`src/rtl/bwidow_pkg.sv`:
```
// Shared types and constants for the vector-arcade download path.
// Latency: n/a (declarations only).
// Backpressure: n/a.
package bwidow_pkg;

    typedef enum logic [2:0] {
        RLC_IDLE   = 3'd0,
        RLC_LOAD   = 3'd1,
        RLC_SETTLE = 3'd2,
        RLC_RUN    = 3'd3,
        RLC_FAIL   = 3'd4
    } rlc_state_t;

    // hps_io stream indices
    localparam logic [7:0] IDX_ROM = 8'd0;
    localparam logic [7:0] IDX_MOD = 8'd1;
    localparam logic [7:0] IDX_DIP = 8'd254;

    // Game select codes carried in the index-1 byte
    localparam logic [7:0] MOD_BWIDOW   = 8'd0;
    localparam logic [7:0] MOD_GRAVITAR = 8'd1;
    localparam logic [7:0] MOD_LUNARBAT = 8'd2;
    localparam logic [7:0] MOD_SPACDUEL = 8'd3;

endpackage

```
`src/rtl/rom_load_ctrl.sv`:
```
// Routes the hps_io download stream into program/vector ROM ports, captures game select and DIPs, sequences core reset.
// Latency: ROM strobes/address/data one cycle after ioctl_wr; core_reset/rom_ready settle SETTLE_CYCLES+1 cycles after download falls.
// Backpressure: none; every ioctl byte is taken the cycle it arrives, out-of-window ROM bytes are counted and dropped.
module rom_load_ctrl
    import bwidow_pkg::*;
#(
    parameter int PROG_BYTES    = 16384,
    parameter int VEC_BYTES     = 8192,
    parameter int SETTLE_CYCLES = 1024
) (
    input  logic        clk_12,
    input  logic        reset,
    input  logic        ioctl_download,
    input  logic        ioctl_wr,
    input  logic [24:0] ioctl_addr,
    input  logic [7:0]  ioctl_dout,
    input  logic [7:0]  ioctl_index,
    output logic        prog_wr,
    output logic        vec_wr,
    output logic [15:0] dn_addr,
    output logic [7:0]  dn_data,
    output logic [7:0]  mod,
    output logic [63:0] dip_sw,
    output logic        core_reset,
    output logic        rom_ready,
    output logic        load_err
);

    // Settle counter only has to hold SETTLE_CYCLES-1
    localparam int SW = (SETTLE_CYCLES > 1) ? $clog2(SETTLE_CYCLES) : 1;

    localparam logic [24:0]   PROG_END    = 25'(PROG_BYTES);
    localparam logic [24:0]   IMAGE_BYTES = 25'(PROG_BYTES + VEC_BYTES);
    localparam logic [SW-1:0] SETTLE_LOAD = SW'(SETTLE_CYCLES - 1);

    rlc_state_t    state_q, state_d;
    logic [24:0]   byte_cnt_q, byte_cnt_d;
    logic [SW-1:0] settle_q, settle_d;

    logic          prog_wr_q, prog_wr_d;
    logic          vec_wr_q, vec_wr_d;
    logic [15:0]   dn_addr_q, dn_addr_d;
    logic [7:0]    dn_data_q, dn_data_d;
    logic [7:0]    mod_q, mod_d;
    logic [63:0]   dip_q, dip_d;
    logic          core_reset_q, core_reset_d;
    logic          rom_ready_q, rom_ready_d;
    logic          load_err_q, load_err_d;

    logic          rom_wr;
    logic          in_prog;
    logic          in_vec;
    logic          start_load;
    logic [15:0]   vec_off;
    logic [24:0]   cnt_inc;

    // Decode the incoming byte: only index-0 bytes seen while loading reach the ROM path
    always_comb begin
        rom_wr     = ioctl_wr && (ioctl_index == IDX_ROM) && (state_q == RLC_LOAD);
        in_prog    = (ioctl_addr < PROG_END);
        in_vec     = !in_prog && (ioctl_addr < IMAGE_BYTES);
        vec_off    = 16'(ioctl_addr - PROG_END);
        cnt_inc    = (rom_wr && (byte_cnt_q != '1)) ? byte_cnt_q + 25'd1 : byte_cnt_q;
        start_load = ioctl_download && (ioctl_index == IDX_ROM) && (state_q != RLC_LOAD);
    end

    // ROM write port plus live capture of game select and DIP bytes
    always_comb begin
        prog_wr_d = rom_wr && in_prog;
        vec_wr_d  = rom_wr && in_vec;
        dn_addr_d = dn_addr_q;
        dn_data_d = dn_data_q;
        if (prog_wr_d) begin
            dn_addr_d = ioctl_addr[15:0];
            dn_data_d = ioctl_dout;
        end else if (vec_wr_d) begin
            dn_addr_d = vec_off;
            dn_data_d = ioctl_dout;
        end

        mod_d = mod_q;
        dip_d = dip_q;
        if (ioctl_wr && (ioctl_index == IDX_MOD) && (ioctl_addr == 25'd0)) begin
            mod_d = ioctl_dout;
        end
        if (ioctl_wr && (ioctl_index == IDX_DIP) && (ioctl_addr < 25'd8)) begin
            dip_d[{ioctl_addr[2:0], 3'b000} +: 8] = ioctl_dout;
        end
    end

    // Load sequencer: length check on download fall, then settle before releasing the core
    always_comb begin
        state_d    = state_q;
        byte_cnt_d = cnt_inc;
        settle_d   = settle_q;
        load_err_d = load_err_q;

        case (state_q)
            RLC_LOAD: begin
                // cnt_inc already includes a byte strobed in the falling cycle
                if (!ioctl_download) begin
                    if (cnt_inc == IMAGE_BYTES) begin
                        state_d  = RLC_SETTLE;
                        settle_d = SETTLE_LOAD;
                    end else begin
                        state_d    = RLC_FAIL;
                        load_err_d = 1'b1;
                    end
                end
            end
            RLC_SETTLE: begin
                if (settle_q == '0) begin
                    state_d = RLC_RUN;
                end else begin
                    settle_d = settle_q - 1'b1;
                end
            end
            default: ;
        endcase

        // A new index-0 download pre-empts whatever the sequencer was doing
        if (start_load) begin
            state_d    = RLC_LOAD;
            byte_cnt_d = '0;
            load_err_d = 1'b0;
        end

        // Registered from next state so the core sees reset the cycle after download rises
        core_reset_d = (state_d != RLC_RUN);
        rom_ready_d  = (state_d == RLC_RUN);
    end

    // State and output registers
    always_ff @(posedge clk_12) begin
        if (reset) begin
            state_q      <= RLC_IDLE;
            byte_cnt_q   <= '0;
            settle_q     <= '0;
            prog_wr_q    <= 1'b0;
            vec_wr_q     <= 1'b0;
            dn_addr_q    <= '0;
            dn_data_q    <= '0;
            mod_q        <= '0;
            dip_q        <= '0;
            core_reset_q <= 1'b1;
            rom_ready_q  <= 1'b0;
            load_err_q   <= 1'b0;
        end else begin
            state_q      <= state_d;
            byte_cnt_q   <= byte_cnt_d;
            settle_q     <= settle_d;
            prog_wr_q    <= prog_wr_d;
            vec_wr_q     <= vec_wr_d;
            dn_addr_q    <= dn_addr_d;
            dn_data_q    <= dn_data_d;
            mod_q        <= mod_d;
            dip_q        <= dip_d;
            core_reset_q <= core_reset_d;
            rom_ready_q  <= rom_ready_d;
            load_err_q   <= load_err_d;
        end
    end

    assign prog_wr    = prog_wr_q;
    assign vec_wr     = vec_wr_q;
    assign dn_addr    = dn_addr_q;
    assign dn_data    = dn_data_q;
    assign mod        = mod_q;
    assign dip_sw     = dip_q;
    assign core_reset = core_reset_q;
    assign rom_ready  = rom_ready_q;
    assign load_err   = load_err_q;

endmodule

```
`config.mk`:
```
export PLATFORM = sky130hd
export DESIGN_NAME = rom_load_ctrl
export DESIGN_NICKNAME = d
export VERILOG_FILES = /design/src/rtl/bwidow_pkg.sv /design/src/rtl/rom_load_ctrl.sv
export SDC_FILE = /design/constraint.sdc
export NUM_CORES = 1
export LEC_CHECK = 0
export ABC_AREA = 0
export BUFFER_PORTS_ARGS = -buffer_cell sky130_fd_sc_hd__buf_4
export CORE_ASPECT_RATIO = 1.25
export CORE_UTILIZATION = 50
export DETAILED_ROUTE_END_ITERATION = 16
export PLACE_DENSITY = 0.71
export SETUP_SLACK_MARGIN = 0.4
export SLEW_MARGIN = 40
export SYNTH_ARGS = -nofsm -noshare
export SYNTH_HDL_FRONTEND = slang
export SYNTH_SLANG_ARGS = --single-unit
```
`constraint.sdc`:
```
create_clock -name clk_12 -period 3.9 [get_ports clk_12]
set_clock_uncertainty 0.05 [all_clocks]
set_input_delay 0.78 -clock clk_12 [delete_from_list [all_inputs] [get_ports clk_12]]
set_output_delay 0.78 -clock clk_12 [all_outputs]
set_load 0.005 [all_outputs]
```
==> summary.md <==
| Metric | Value |
|---|---|
| Relative slew margins | 0.539 |
| GP Congestion | ~0.93 |
| Routed WL per cell | 16.3 µm |
| Maximum vdd drop | just under 300 µV |
| Yosys warning count | 0 |
| Synth-to-Final Area Change | 29.2% |
| FF-to-FF Start | byte_cnt_q[0] |
| Pins over their slew limit | 0 |
| Vias in the first global route | 5100 |
| Max-capacitance violation count | 0 |
| Asr flop ratio synth | 0 |
| Total number of vias | around 5500 |
| Std cell rows | 45 |
| CTS tree | done |
| Finished Layout Cells | around 1000 |
| Worst Path Required | 4180 ps |
| Number of I/O pins | around 150 |
| Critical Path Sink Type | register |
| First-iteration detailed-routing DRC count | between 200 and 300 |
| Clock H-tree levels | 4 |
| M3 GR Usage | 0.0606 |
| Drt pass-1 iters | 5 |
| Share of cells above drive strength 1 | 0.254 |
| # setup viols final | 0 |
| Post-synthesis cell type count | 61 |
| Die footprint | ~0.013 mm² |
| CTS clk-pin slew, worst paths | about 60 ps |
| Worst-Skew Late Latency | 410 ps |
| Cts bufs inserted | 17 |
| Worst-path fanout max | 11 |
| Clock period minus worst slack | ~3100 ps |
| R2R cell count | 9 |
| RR Endpoint | settle_q[0] |
| GR peak layer | met2 |
| Cell count after placement | 975 |
| Initial Util | 0.513 |
| Syn_area_per_cell | slightly below 9 µm² |
| Pwr/cell area | 401 mW/mm² |
| Data arrival, critical path | approximately 3400 ps |
| # port buffers | approximately 150 |
| Worst Setup SP | byte_cnt_q[0] |
| Die Wd | slightly above 100 µm |
| Mapped Cells | 699 |
| Antenna-violating nets left | 0 |
| GRT Resource Usage Total | 0.257 |
| Post-route DRC | 0 |
| # nets final | around 880 |
| Number of fillers in the final layout | approximately 1000 |
| Final Hold Viols | 0 |
| CTS root buf | clkbuf_16 |
| Post-synth EDFFs | 0 |
| Hold_buf cts | 0 |
| Die height | approximately 130 µm |
| Multi-input gate area | ~0.0032 mm² |
| DRT Wirelength | around 16000 µm |
| GRT overflow | 0 |
| Reg-to-reg setup timing slack | 750 ps |
| Outcome | finished, final reports clean |
| TNS Setup | 0 ps |
| Area of the core | 0.0122 mm² |
| Number of diodes | 0 |
| Crit Path Class | reg -> reg |
| Clock buffer depth | 2 |
| Hold depth | 2 |
| Met2 usage | 0.436 |
| Sequential area share after synthesis | 0.446 |
| Pleak | 3.42 nW |
| Least-Margin Pin Slew | approximately 700 ps |
| WHS Endpoint | dn_addr[10] |
| Kind of start point of the critical path | register |
| Fmax | 318 MHz |
| #FFs+latches synth | roughly 140 |
| Global-route wire length before repair | 25800 µm |
| HP Class | reg -> reg |
| Met1 usage | 0.319 |
| Initial antenna violation count | 0 |
| Detailed Place HPWL | 11400 µm |
| Period utilization | 0.807 |
| Hold Startpoint | dn_addr[10] |
| RSZ-0062 raised after global routing | no |
| DR vias/cell | around 5.5 |
| Synthesized Nets | around 750 |
| Mapped Area | about 0.0062 mm² |
| Largest net degree at the start of global routing | 63 |
| CTS sink cnt | around 140 |
| Register area | approximately 0.0028 mm² |
| Post-synth top flop | dfxtp_1 |
logic make-up (layout without fill, tap and decap cells):
kind of cell	after synthesis	count (layout)	share of synthesized area
flops	139	139	0.446
simple gates	312	312	0.256
buf+inv	57	203	0.0395
fa+ha+maj	5	5	0.0100
mux	67	67	0.108
compound gates	91	91	0.102
xor+xnor	28	28	0.0393
flip-flops by register name, summed over array words and instances, names as in the netlist:
signal and flops:
dip_sw 64, byte_cnt_q 25, dn_addr 16, settle_q 10, dn_data 8, mod 8
state_q 3, core_reset 1, load_err 1, prog_wr 1, rom_ready 1, vec_wr 1
cell usage in the layout (no fill, tap or decap), drive strengths merged, types with 2 or more instances in the layout:
cell type and count:
nand2b 5, nand2 78, buf 155, a41oi 2
nand4b 2, and3 8, clkinvlp 2, a21oi 37
nor3 17, bufinv 3, inv 23, or2 3
xnor2 17, clkinv 2, a31oi 12, o21ai 11
a21o 8, clkbuf 18, or3 5, ha 5
nand3 29, and4 5, xor2 11, a211oi 3
nor2 120, dfxtp 139, or4 2, a2111oi 5
mux2i 67, and2 3, a311oi 3, nand4 11
nor3b 4, nor4 13, nor4b 4
worst max-delay path, cell delays in order, from the launching register on:
cell	delay [ps]
dfxtp_1	480
ha_1	350
nand3_1	230
or4_4	520
nor4_1	340
xnor2_1	230
nand4_1	140
nor2_1	210
nand4_4	220
a311oi_1	300
where the power goes:
group	internal, mW	leakage, nW	switching [mW]
clock network	1.04	0.298	0.658
logic	0.0432	2.00	0.0694
registers	1.42	1.12	0.000168
total	2.50	3.42	0.728
repair_timing:
action,4_1_cts,5_1_grt
endpoints found under the setup margin,0,11
setup buffers,0,3
hold endpoints to repair,0,0
resized for setup,0,1
synthesized netlist by cell type, drive strengths merged (8+ instances only):
library cell	n	area, µm²
xnor2	17	149
a31oi	12	90.1
inv	17	63.8
nand3	29	150
o21ai	11	55.1
nand2	78	293
dfxtp	139	2780
and3	8	50.1
buf	11	73.8
a21oi	37	185
nor4	13	163
nor2	120	455
xor2	11	96.3
clkbuf	29	109
a21o	8	60.1
nand4	11	105
nor3	17	100
mux2i	67	671
cell type report:
cell class	count	share of cell area
timing repair buffer	155	0.144
sequential	139	0.345
clock buffer	18	0.0545
multi-input combinational	503	0.400
clock inverter	13	0.0227
inverter	17	0.00792
tap	164	0.0255
routing by layer:
layer,part of all wire,vias up,wire length (µm)
met5,0,-,0
met4,0.017,0,274
met3,0.060,26,992
met2,0.50,180,8220
met1,0.42,2629,6940
li1,-,2700,-
per-stage QoR:
stage                      util  hold WS [ps]  area [µm²]  setup slack, ps  power [mW]
after global routing      0.663           427        8060              474        3.33
after detailed placement  0.609           395        7410              311        1.56
final                     0.663           401        8060              752        3.23
after global placement    0.609           389        7410              435        1.56
after floorplan               -           398        6240              933        1.50
after CTS                 0.660           403        8030              504        3.25
how the worst max path moves through the flow:
stage	to	slack (ps)	depth (start not counted)
5_1_grt	settle_q[0]	470	9
6_report	settle_q[0]	750	9
3_3_place_gp	settle_q[0]	430	10
4_1_cts	settle_q[0]	500	9
3_5_place_dp	settle_q[0]	310	10
2_1_floorplan	settle_q[1]	930	10
Note: power is estimated with default switching activity, not from simulation.
